<file path="config.mk">
export PLATFORM = sky130hd
export DESIGN_NAME = traffic_light_monitor
export DESIGN_NICKNAME = d
export VERILOG_FILES = /design/src/rtl/traffic_light_monitor_pkg.sv /design/src/rtl/traffic_light_monitor_lamp_seq_checker.sv /design/src/rtl/traffic_light_monitor.sv
export SDC_FILE = /design/constraint.sdc
export NUM_CORES = 1
export LEC_CHECK = 0
export ABC_AREA = 0
export CAP_MARGIN = 30
export CORE_MARGIN = 2
export CORE_UTILIZATION = 52
export CTS_CLUSTER_DIAMETER = 100
export DETAILED_ROUTE_END_ITERATION = 8
export GPL_TIMING_DRIVEN = 1
export PLACE_DENSITY = 0.77
export RECOVER_POWER = 100
export SYNTH_ARGS = -nofsm -noshare
export SYNTH_HDL_FRONTEND = slang
export SYNTH_HIERARCHICAL = 1
export SYNTH_SLANG_ARGS = --single-unit
</file>
<file path="constraint.sdc">
create_clock -name clk -period 3.55 [get_ports clk]
set_clock_uncertainty 0.1 [all_clocks]
set_input_delay 0.8875 -clock clk [delete_from_list [all_inputs] [get_ports clk]]
set_output_delay 0.8875 -clock clk [all_outputs]
set_load 0.01 [all_outputs]
</file>
<file path="src/rtl/traffic_light_monitor_pkg.sv">
// Shared encodings and helpers for the traffic light monitor.
// Pure definitions: no state, no latency, no flow control.
package traffic_light_monitor_pkg;

    typedef enum logic [1:0] {
        MODE_DARK   = 2'd0,
        MODE_TEST   = 2'd1,
        MODE_FLASH  = 2'd2,
        MODE_NORMAL = 2'd3
    } mode_e;

    typedef enum logic [2:0] {
        FC_NONE     = 3'd0,
        FC_CONFLICT = 3'd1,
        FC_MULTI    = 3'd2,
        FC_SEQ      = 3'd3,
        FC_COUNT    = 3'd4,
        FC_TIMEOUT  = 3'd5
    } fault_code_e;

    typedef enum logic [1:0] {
        LS_R   = 2'd0,
        LS_Y   = 2'd1,
        LS_G   = 2'd2,
        LS_BAD = 2'd3
    } lamp_state_e;

    typedef struct packed {
        logic r;
        logic y;
        logic g;
    } lamps_t;

    localparam logic [7:0] SAT8 = 8'hff;

    // A direction is in a defined state only when exactly one lamp is lit.
    function automatic lamp_state_e classify_lamps(input lamps_t l);
        case ({l.r, l.y, l.g})
            3'b100:  return LS_R;
            3'b010:  return LS_Y;
            3'b001:  return LS_G;
            default: return LS_BAD;
        endcase
    endfunction

    function automatic logic legal_step(input lamp_state_e from_s, input lamp_state_e to_s);
        return (from_s == LS_G && to_s == LS_Y) ||
               (from_s == LS_Y && to_s == LS_R) ||
               (from_s == LS_R && to_s == LS_G);
    endfunction

    function automatic logic [7:0] sat_inc8(input logic [7:0] v);
        return (v == SAT8) ? v : v + 8'd1;
    endfunction

endpackage

</file>
<file path="src/rtl/traffic_light_monitor_lamp_seq_checker.sv">
// Per-direction lamp classification, run-length tracking, SEQ and TIMEOUT detection.
// Detect outputs are combinational on the current sample; history is registered each edge.
module lamp_seq_checker
    import traffic_light_monitor_pkg::*;
#(
    parameter int GREEN_MAX  = 60,
    parameter int YELLOW_MAX = 5
) (
    input  logic        clk,
    input  logic        rst,
    input  lamps_t      lamps_i,
    input  logic        normal_i,
    input  logic        track_i,
    output lamp_state_e state_o,
    output logic        seq_o,
    output logic        timeout_o
);

    lamp_state_e state_d;
    lamp_state_e state_q;
    logic [7:0]  run_d;
    logic [7:0]  run_q;
    logic        to_seen_d;
    logic        to_seen_q;
    logic        over_limit;

    assign state_d = classify_lamps(lamps_i);
    assign state_o = state_d;

    always_comb begin
        run_d      = 8'd0;
        to_seen_d  = 1'b0;
        seq_o      = 1'b0;
        over_limit = 1'b0;
        timeout_o  = 1'b0;
        if (normal_i) begin
            if (track_i && state_d == state_q) begin
                run_d     = sat_inc8(run_q);
                to_seen_d = to_seen_q;
            end else begin
                run_d = 8'd1;
            end
            seq_o      = track_i && (state_d != state_q) && !legal_step(state_q, state_d);
            over_limit = (state_d == LS_G && int'(run_d) > GREEN_MAX) ||
                         (state_d == LS_Y && int'(run_d) > YELLOW_MAX);
            // Report the overrun once; the flag holds until the run ends.
            timeout_o  = over_limit && !to_seen_d;
            to_seen_d  = to_seen_d | over_limit;
        end
    end

    always_ff @(posedge clk) begin
        if (rst) begin
            state_q   <= LS_BAD;
            run_q     <= 8'd0;
            to_seen_q <= 1'b0;
        end else begin
            state_q   <= state_d;
            run_q     <= run_d;
            to_seen_q <= to_seen_d;
        end
    end

endmodule

</file>
<file path="src/rtl/traffic_light_monitor.sv">
// Safety monitor for a two-direction traffic light controller; sticky fault with priority code.
// Faults seen at edge k are registered at edge k; no backpressure, samples every cycle.
module traffic_light_monitor
    import traffic_light_monitor_pkg::*;
#(
    parameter int GREEN_MAX  = 60,
    parameter int YELLOW_MAX = 5
) (
    input  logic       clk,
    input  logic       rst,
    input  logic       hr,
    input  logic       hy,
    input  logic       hg,
    input  logic       vr,
    input  logic       vy,
    input  logic       vg,
    input  logic [7:0] count,
    input  logic       fault_ack,
    output logic       fault,
    output logic [2:0] fault_code,
    output logic       force_flicker,
    output logic [1:0] mode,
    output logic [7:0] err_cnt
);

    lamps_t      h_lamps;
    lamps_t      v_lamps;
    logic [5:0]  lamps_cur;
    logic [5:0]  prev_lamps_q;
    logic [7:0]  prev_count_q;
    mode_e       mode_d;
    mode_e       mode_q;
    logic        normal;
    logic        track;
    lamp_state_e h_state;
    lamp_state_e v_state;
    logic        h_seq;
    logic        v_seq;
    logic        h_to;
    logic        v_to;
    logic        conflict;
    logic        multi;
    logic        count_err;
    fault_code_e new_code;
    logic        fault_d;
    logic        fault_q;
    fault_code_e fault_code_d;
    fault_code_e fault_code_q;
    logic [7:0]  err_cnt_d;
    logic [7:0]  err_cnt_q;

    assign h_lamps   = {hr, hy, hg};
    assign v_lamps   = {vr, vy, vg};
    assign lamps_cur = {h_lamps, v_lamps};

    // All-off keeps FLASH alive so the dark half of a blink is not seen as DARK.
    always_comb begin
        case (lamps_cur)
            6'b000000: mode_d = (mode_q == MODE_FLASH) ? MODE_FLASH : MODE_DARK;
            6'b111111: mode_d = MODE_TEST;
            6'b010010: mode_d = MODE_FLASH;
            default:   mode_d = MODE_NORMAL;
        endcase
    end

    assign normal = (mode_d == MODE_NORMAL);
    assign track  = normal && (mode_q == MODE_NORMAL);

    lamp_seq_checker #(
        .GREEN_MAX  (GREEN_MAX),
        .YELLOW_MAX (YELLOW_MAX)
    ) u_h_chk (
        .clk       (clk),
        .rst       (rst),
        .lamps_i   (h_lamps),
        .normal_i  (normal),
        .track_i   (track),
        .state_o   (h_state),
        .seq_o     (h_seq),
        .timeout_o (h_to)
    );

    lamp_seq_checker #(
        .GREEN_MAX  (GREEN_MAX),
        .YELLOW_MAX (YELLOW_MAX)
    ) u_v_chk (
        .clk       (clk),
        .rst       (rst),
        .lamps_i   (v_lamps),
        .normal_i  (normal),
        .track_i   (track),
        .state_o   (v_state),
        .seq_o     (v_seq),
        .timeout_o (v_to)
    );

    assign conflict  = normal && (hg | hy) && (vg | vy);
    assign multi     = normal && (h_state == LS_BAD || v_state == LS_BAD);
    // A held lamp state must see the countdown step by exactly one, never below zero.
    assign count_err = track && (lamps_cur == prev_lamps_q) &&
                       (prev_count_q == 8'd0 || count != prev_count_q - 8'd1);

    always_comb begin
        if (conflict)          new_code = FC_CONFLICT;
        else if (multi)        new_code = FC_MULTI;
        else if (h_seq | v_seq) new_code = FC_SEQ;
        else if (count_err)    new_code = FC_COUNT;
        else if (h_to | v_to)  new_code = FC_TIMEOUT;
        else                   new_code = FC_NONE;
    end

    always_comb begin
        fault_d      = fault_q;
        fault_code_d = fault_code_q;
        err_cnt_d    = err_cnt_q;
        if (new_code != FC_NONE) begin
            fault_d   = 1'b1;
            err_cnt_d = sat_inc8(err_cnt_q);
            if (!fault_q || fault_ack) begin
                fault_code_d = new_code;
            end
        end else if (fault_ack) begin
            fault_d      = 1'b0;
            fault_code_d = FC_NONE;
        end
    end

    always_ff @(posedge clk) begin
        if (rst) begin
            prev_lamps_q <= 6'b000000;
            prev_count_q <= 8'd0;
            mode_q       <= MODE_DARK;
            fault_q      <= 1'b0;
            fault_code_q <= FC_NONE;
            err_cnt_q    <= 8'd0;
        end else begin
            prev_lamps_q <= lamps_cur;
            prev_count_q <= count;
            mode_q       <= mode_d;
            fault_q      <= fault_d;
            fault_code_q <= fault_code_d;
            err_cnt_q    <= err_cnt_d;
        end
    end

    assign fault         = fault_q;
    assign force_flicker = fault_q;
    assign fault_code    = fault_code_q;
    assign mode          = mode_q;
    assign err_cnt       = err_cnt_q;

endmodule

</file>
== Word level (Yosys, flattened, before mapping) ==
Index checks and enable logic that the tools add are counted.
Widths: inputs -> output; s select.

* Register bits after elaboration: 50
* Latch bits: 0
* Bits in writable memories: 0
* Bits in read-only memories: 0
* Input port bits: 17
* Output and inout bits: 15
* Logic and storage cells: 136
* Memories: 0

* Add/sub/neg operators: 4
* Multiply operators: 0
* Divide/modulo/power cells: 0
* Magnitude comparators: 4
* Equality and inequality tests: 31
* Shifts and indexed selects: 0
* Muxes and demuxes: 28
* Bitwise operators: 8
* Reduce and logical (&&, ||, !) cells: 49

{| class="wikitable"
|+ Operators by type and width
! operator !! count
|-
| $mux 8 || 6
|-
| $add 8x1->8 const B || 3
|-
| $eq 8x8->1 const B || 3
|-
| $logic_and 1x1->1 || 24
|-
| $mux 3 || 8
|-
| $eq 2x2->1 const B || 9
|-
| $pmux 2 s3 || 3
|-
| $gt 8x3->1 const B || 2
|-
| $gt 8x6->1 const B || 2
|-
| $mux 1 || 10
|-
| $logic_or 1x1->1 || 9
|-
| $eq 2x1->1 const B || 4
|-
| $logic_not 2->1 || 4
|-
| $logic_not 8->1 || 1
|-
| $ne 8x8->1 || 1
|-
| $sub 8x1->8 const B || 1
|-
| $eq 3x1->1 const B || 2
|-
| $eq 3x2->1 const B || 2
|-
| $eq 3x3->1 const B || 2
|-
| $eq 6x5->1 const B || 1
|-
| $eq 6x6->1 || 1
|-
| $eq 6x6->1 const B || 1
|-
| $logic_not 6->1 || 1
|-
| $or 1x1->1 || 6
|-
| other kinds (10) || 18
|}

== Longest topological paths before layout ==
* Word-level depth: 22
* Depth in mapped cells: 13
* Depth with buffers taken out: 12

== By module ==
Netlist, hierarchy kept.

{| class="wikitable"
|+ By module, submodules not included
! module !! times used !! cells each !! area each (um2) !! seq. area each (um2)
|-
| lamp_seq_checker || 2 || 106 || 849.6 || 220.2
|-
| traffic_light_monitor || 1 || 176 || 1,552.7 || 560.5
|}

== Worst setup path before layout ==
No wires, ideal clock.

* Kind: input to register
* From: input vg
* To: register err_cnt_q[7], in the netlist err_cnt[7]
* Setup time: 123 ps
* Arrival time: 3,370 ps
* Setup slack: -44 ps
* Stages: 12
* Buffers on the path: 0
* Cell sequence: or3_4 > nor3_2 > nor3_1 > inv_1 > nor2_1 > and4_1 > a32oi_1 > and3b_1 > or3_1 > o21bai_4 > nor4b_1 > mux2_1

* Word-level cells in the longest chain between the ends: 20

{| class="wikitable"
|+ RTL lines
! what !! line !! text
|-
| start, declared || traffic_light_monitor.sv:16 || <nowiki>input logic vg,</nowiki>
|-
| $eq 6x5->1 (tied with other cells) || traffic_light_monitor.sv:58 || <nowiki>case (lamps_cur)</nowiki>
|-
| $pmux 2 s3 (*) || traffic_light_monitor.sv:58 ||
|-
| $eq 2x2->1 (*) || traffic_light_monitor.sv:66 || <nowiki>assign normal = (mode_d == MODE_NORMAL);</nowiki>
|-
| $logic_and 1x1->1 (*) || traffic_light_monitor.sv:67 || <nowiki>assign track = normal && (mode_q == MODE_NORMAL);</nowiki>
|-
| via track || traffic_light_monitor.sv:34 || <nowiki>logic track;</nowiki>
|-
| $logic_and 1x1->1 (*) || traffic_light_monitor_lamp_seq_checker.sv:37 || <nowiki>if (track_i && state_d == state_q) begin</nowiki>
|-
| $mux 8 || traffic_light_monitor_lamp_seq_checker.sv:37 ||
|-
| $mux 8 || traffic_light_monitor_lamp_seq_checker.sv:36 || <nowiki>if (normal_i) begin</nowiki>
|-
| (+5 left out) || -- ||
|-
| via v_to || traffic_light_monitor.sv:40 || <nowiki>logic v_to;</nowiki>
|-
| $or 1x1->1 (*) || traffic_light_monitor.sv:108 || <nowiki>else if (h_to | v_to) new_code = FC_TIMEOUT;</nowiki>
|-
| $mux 3 (*) || traffic_light_monitor.sv:108 ||
|-
| $mux 3 (*) || traffic_light_monitor.sv:107 || <nowiki>else if (count_err) new_code = FC_COUNT;</nowiki>
|-
| $mux 3 (*) || traffic_light_monitor.sv:106 || <nowiki>else if (h_seq | v_seq) new_code = FC_SEQ;</nowiki>
|-
| $mux 3 (*) || traffic_light_monitor.sv:105 || <nowiki>else if (multi) new_code = FC_MULTI;</nowiki>
|-
| $mux 3 (*) || traffic_light_monitor.sv:104 || <nowiki>if (conflict) new_code = FC_CONFLICT;</nowiki>
|-
| $reduce_bool 3->1 (*) || traffic_light_monitor.sv:116 || <nowiki>if (new_code != FC_NONE) begin</nowiki>
|-
| $reduce_and 2->1 (no line) (*) || -- ||
|-
| end signal, assigned || traffic_light_monitor.sv:142 || <nowiki>err_cnt_q <= err_cnt_d;</nowiki>
|-
| end, declared || traffic_light_monitor.sv:50 || <nowiki>logic [7:0] err_cnt_q;</nowiki>
|}

The timed path passes the listed nets; every way through them passes the cells marked *. The select of a mux whose other input is x is not followed.
A chain may end at the register's enable or synchronous reset.

== Worst setup path after layout ==
* From: input vr
* To: register err_cnt_q[5], in the netlist err_cnt[5]

* Word-level cells in the longest chain between the ends: 20

{| class="wikitable"
|+ RTL lines
! what !! line !! text
|-
| start, declared || traffic_light_monitor.sv:14 || <nowiki>input logic vr,</nowiki>
|-
| $eq 6x5->1 (tied with other cells) || traffic_light_monitor.sv:58 ||
|-
| $pmux 2 s3 (*) || traffic_light_monitor.sv:58 ||
|-
| $eq 2x2->1 (*) || traffic_light_monitor.sv:66 ||
|-
| $logic_and 1x1->1 (*) || traffic_light_monitor.sv:67 ||
|-
| via track || traffic_light_monitor.sv:34 ||
|-
| $logic_and 1x1->1 (*) || traffic_light_monitor_lamp_seq_checker.sv:37 ||
|-
| $mux 8 || traffic_light_monitor_lamp_seq_checker.sv:37 ||
|-
| $mux 8 || traffic_light_monitor_lamp_seq_checker.sv:36 ||
|-
| (+5 left out) || -- ||
|-
| via h_to || traffic_light_monitor.sv:39 || <nowiki>logic h_to;</nowiki>
|-
| $or 1x1->1 (*) || traffic_light_monitor.sv:108 ||
|-
| $mux 3 (*) || traffic_light_monitor.sv:108 ||
|-
| $mux 3 (*) || traffic_light_monitor.sv:107 ||
|-
| $mux 3 (*) || traffic_light_monitor.sv:106 ||
|-
| $mux 3 (*) || traffic_light_monitor.sv:105 ||
|-
| $mux 3 (*) || traffic_light_monitor.sv:104 ||
|-
| $reduce_bool 3->1 (*) || traffic_light_monitor.sv:116 ||
|-
| $reduce_and 2->1 (no line) (*) || -- ||
|}

Marked as above.

==> impl_results.md <==
* Status: completed
* Global Route met1 Usage at a little over a quarter
* Worst Tran Pin Value at between 400 and 500 ps
* Endpoints failing setup at 0
* CTS Hold Bufs at 0
* Largest net degree at the start of global routing at 22
* Syn-to-layout area delta at 21.5%
* Max incr delay on CP at slightly below 400 ps
* Antenna Cells at 0
* Clk buf depth at 2
* Total vias in the final route at 3021
* Core area at roughly 0.006 mm^2
* Clock sinks at 50
* Buffers added on ports at 31
* Hold crit path type: flop to flop
* Register area share after synthesis at 30.8%
* Vert. Die Dim at about 83 um
* GRT overflow at 0
* Aggregate routed wire length at 7.40 mm
* Placement-stage cell area at approximately 0.0038 mm^2
* Clock latency on the worst-skew pair at 310 ps
* Crit path launch type: input pin
* Tcrit/Tclk final at between 90% and 100%
* Routed vias/inst at roughly 5.8
* Unique masters post-synth at 64
* GRT Resource Usage Total at 21.7%
* Netlist Area Pre-Place at 0.00325 mm^2
* Worst-path clk slew at ~100 ps
* Fin nets at 466
* Initial antenna violation count at 0
* Avg Cell Area, Syn at ~8.4 um^2
* Grt peak-use layer: met2
* I/O pin count at 32
* CP Capture Type: flop
* GPL Wtd Cong at ~0.92
* Crit Path Class: input pin to flop
* Achievable Freq at 0.290 GHz
* Slew Limit Fails at 0
* Clk root buf: clkbuf_8
* Synth Instances at around 390
* # rows at 28
* Synth warn at 6
* Initial Util at between 50% and 60%
* Synth Register Bits at 50
* Crit-path slowest cell: or3_4
* Post-synth net total at a little over 400
* Min Tclk post-route at 3450 ps
* First-pass GRT wire length at approximately 13 mm
* Async SR Flop Fraction at 0%
* Initial DRC Count at 150
* Pleak at around 1.6 nW
* CP Buf/Inv Count at 2
* Crit-path leading delay family: simple AND/OR/NAND/NOR gates
* Vias in the first global route at 2895
* Antenna-violating nets left at 0
* CP arrival at ~3600 ps
* Chip Width at about 83 um
* Met3 usage at 3.28%
* Final instance area at 0.00395 mm^2
* Ratio of cells with drive above 1 in the final layout at 18.2%
* Worst IR drop on VDD at 0.000201 V
* Ys flop type: dfxtp_1
* DR pass1 iterations at 4
* Wire length per cell at ~14 um
* Cells along the critical path: clkdlybuf4s15_1 -> or3_4 -> nor3_4 -> nor3_2 -> inv_1 -> nor2_2 -> and4_1 -> a32oi_2 -> and3b_1 -> or3_4 -> o21bai_4 -> nor3b_4 -> mux2_4
* CTS buffer count at 5
* CTS tree: built
* Data required time of the critical path at 3660 ps
* Hold violation count in the final report at 0
* Worst path most repeated cell: or3_4
* PwrDens at between 300 and 400 mW/mm^2
* Fin util at 66.0%
* Die footprint at between 0.006 and 0.007 mm^2
* Worst slew margin at 66.8%
* Residual DRC count at 0
* Post-synth EDFFs at 0
* Global-route met2 utilization at 39.3%
* Total Power Consumption at 1.27 mW
* Hpwl dp at 5.44 mm
* Critical path fanouts, max at 7
* H-tree depth at 2
* MaxCap Viol Count at 0
## final timing paths
kind / endpoint / from / cells past startpoint / slack, ps
max reg2reg: err_cnt[5] / u_v_chk/run_q[1] / 11 / 160
min reg2reg: u_h_chk/to_seen_q / u_h_chk/to_seen_q / 2 / 370
min: u_h_chk/to_seen_q / u_h_chk/to_seen_q / 2 / 370
max: err_cnt[5] / vr / 13 / 100
## report_power, final
part,internal (mW),switching (mW)
clock network,0.208,0.194
logic,0.134,0.129
registers,0.584,0.0235
total,0.926,0.347
## cell usage in the layout, fill, tap and decap left out, types with 6 or more instances in the layout
cell type	n
nand2b_1	7
nor2_1	40
dfxtp_1	50
nor2b_1	18
buf_4	31
xnor2_1	7
xor2_1	19
nand4_1	13
inv_1	10
clkbuf_1	6
clkdlybuf4s50_1	9
a21oi_1	27
nand3_1	17
o21ai_0	7
nor3_1	12
a211oi_1	6
nand2_1	24
dlygate4sd3_1	16
## flip-flops by register name, summed over array words and instances (netlist names)
| register | flops |
|---|---|
| prev_count_q | 8 |
| u_h_chk/to_seen_q | 1 |
| u_v_chk/to_seen_q | 1 |
| u_h_chk/run_q | 8 |
| err_cnt | 8 |
| mode | 2 |
| fault | 1 |
| u_h_chk/state_q | 2 |
| prev_lamps_q | 6 |
| u_v_chk/state_q | 2 |
| u_v_chk/run_q | 8 |
| fault_code | 3 |
## layout make-up
cell class | count | area (um^2)
multi-input cells | 301 | 2090
fillers | 493 | 2040
flip-flops and latches | 50 | 1000
repair buffers | 74 | 613
well taps | 75 | 93.8
clock buffers | 5 | 68.8
inverters | 12 | 45.0
clock inverters | 3 | 40.0
## synth_stat cells (4+ instances only)
cell | number | share of area, %
nand4_1 | 13 | 2.5
ha_1 | 5 | 1.9
dfxtp_1 | 50 | 31
o21ai_1 | 6 | 0.92
nand2_1 | 24 | 2.8
o21ai_0 | 5 | 0.77
a21oi_1 | 27 | 4.2
or2_2 | 5 | 0.96
nand2b_1 | 7 | 1.3
xnor2_1 | 7 | 1.9
a211oi_1 | 4 | 0.92
nor3_1 | 13 | 2.0
buf_2 | 14 | 2.2
xor2_1 | 20 | 5.4
and3b_1 | 5 | 1.3
nor4_1 | 4 | 0.77
nor2b_1 | 18 | 3.5
and4_1 | 4 | 1.1
a32oi_1 | 4 | 1.1
nand3_1 | 17 | 2.6
buf_4 | 5 | 1.2
o31ai_1 | 4 | 0.92
nor2_1 | 41 | 4.7
and2_1 | 4 | 0.77
inv_1 | 10 | 1.2
## repair_timing
item	in CTS	in global routing
setup buffers	0	2
endpoints found under the hold margin	0	0
gates resized for setup	11	15
pin swaps	6	9
endpoints found under the setup margin	11	5
## routing by layer
metal	wire length, um	part of all wire, %
met1	3270	44
met2	3820	52
met3	213	2.9
met4	97	1.3
met5	0	0
## worst min-delay path, cell delays in order, from the launching register on
cell,delay [ps]
dfxtp_1,320
nand2_1,60
a21oi_1,60
## kinds of logic after synthesis
logic type               count (synthesis)  share of synthesized area [%]
multiplexers                             5                           1.81
XOR/XNOR                                27                           7.27
flip-flops                              50                           30.8
AO/OA/AOI/OAI                           85                           19.8
adder cells (fa/ha/maj)                  5                           1.92
AND/OR/NAND/NOR                        179                           32.3
buffers and inverters                   37                           6.08
## metrics by stage
stage	setup WS [ps]	TNS, ps	std cells	hold WS [ps]
final	99.3	0	520	374
after global placement	-479	-4400	510	348
after global routing	-13.9	-13.9	520	416
after floorplan	14.7	0	388	334
after CTS	64.2	0	518	372
after detailed placement	-527	-4820	510	359
(Power assumes the default switching activity.)
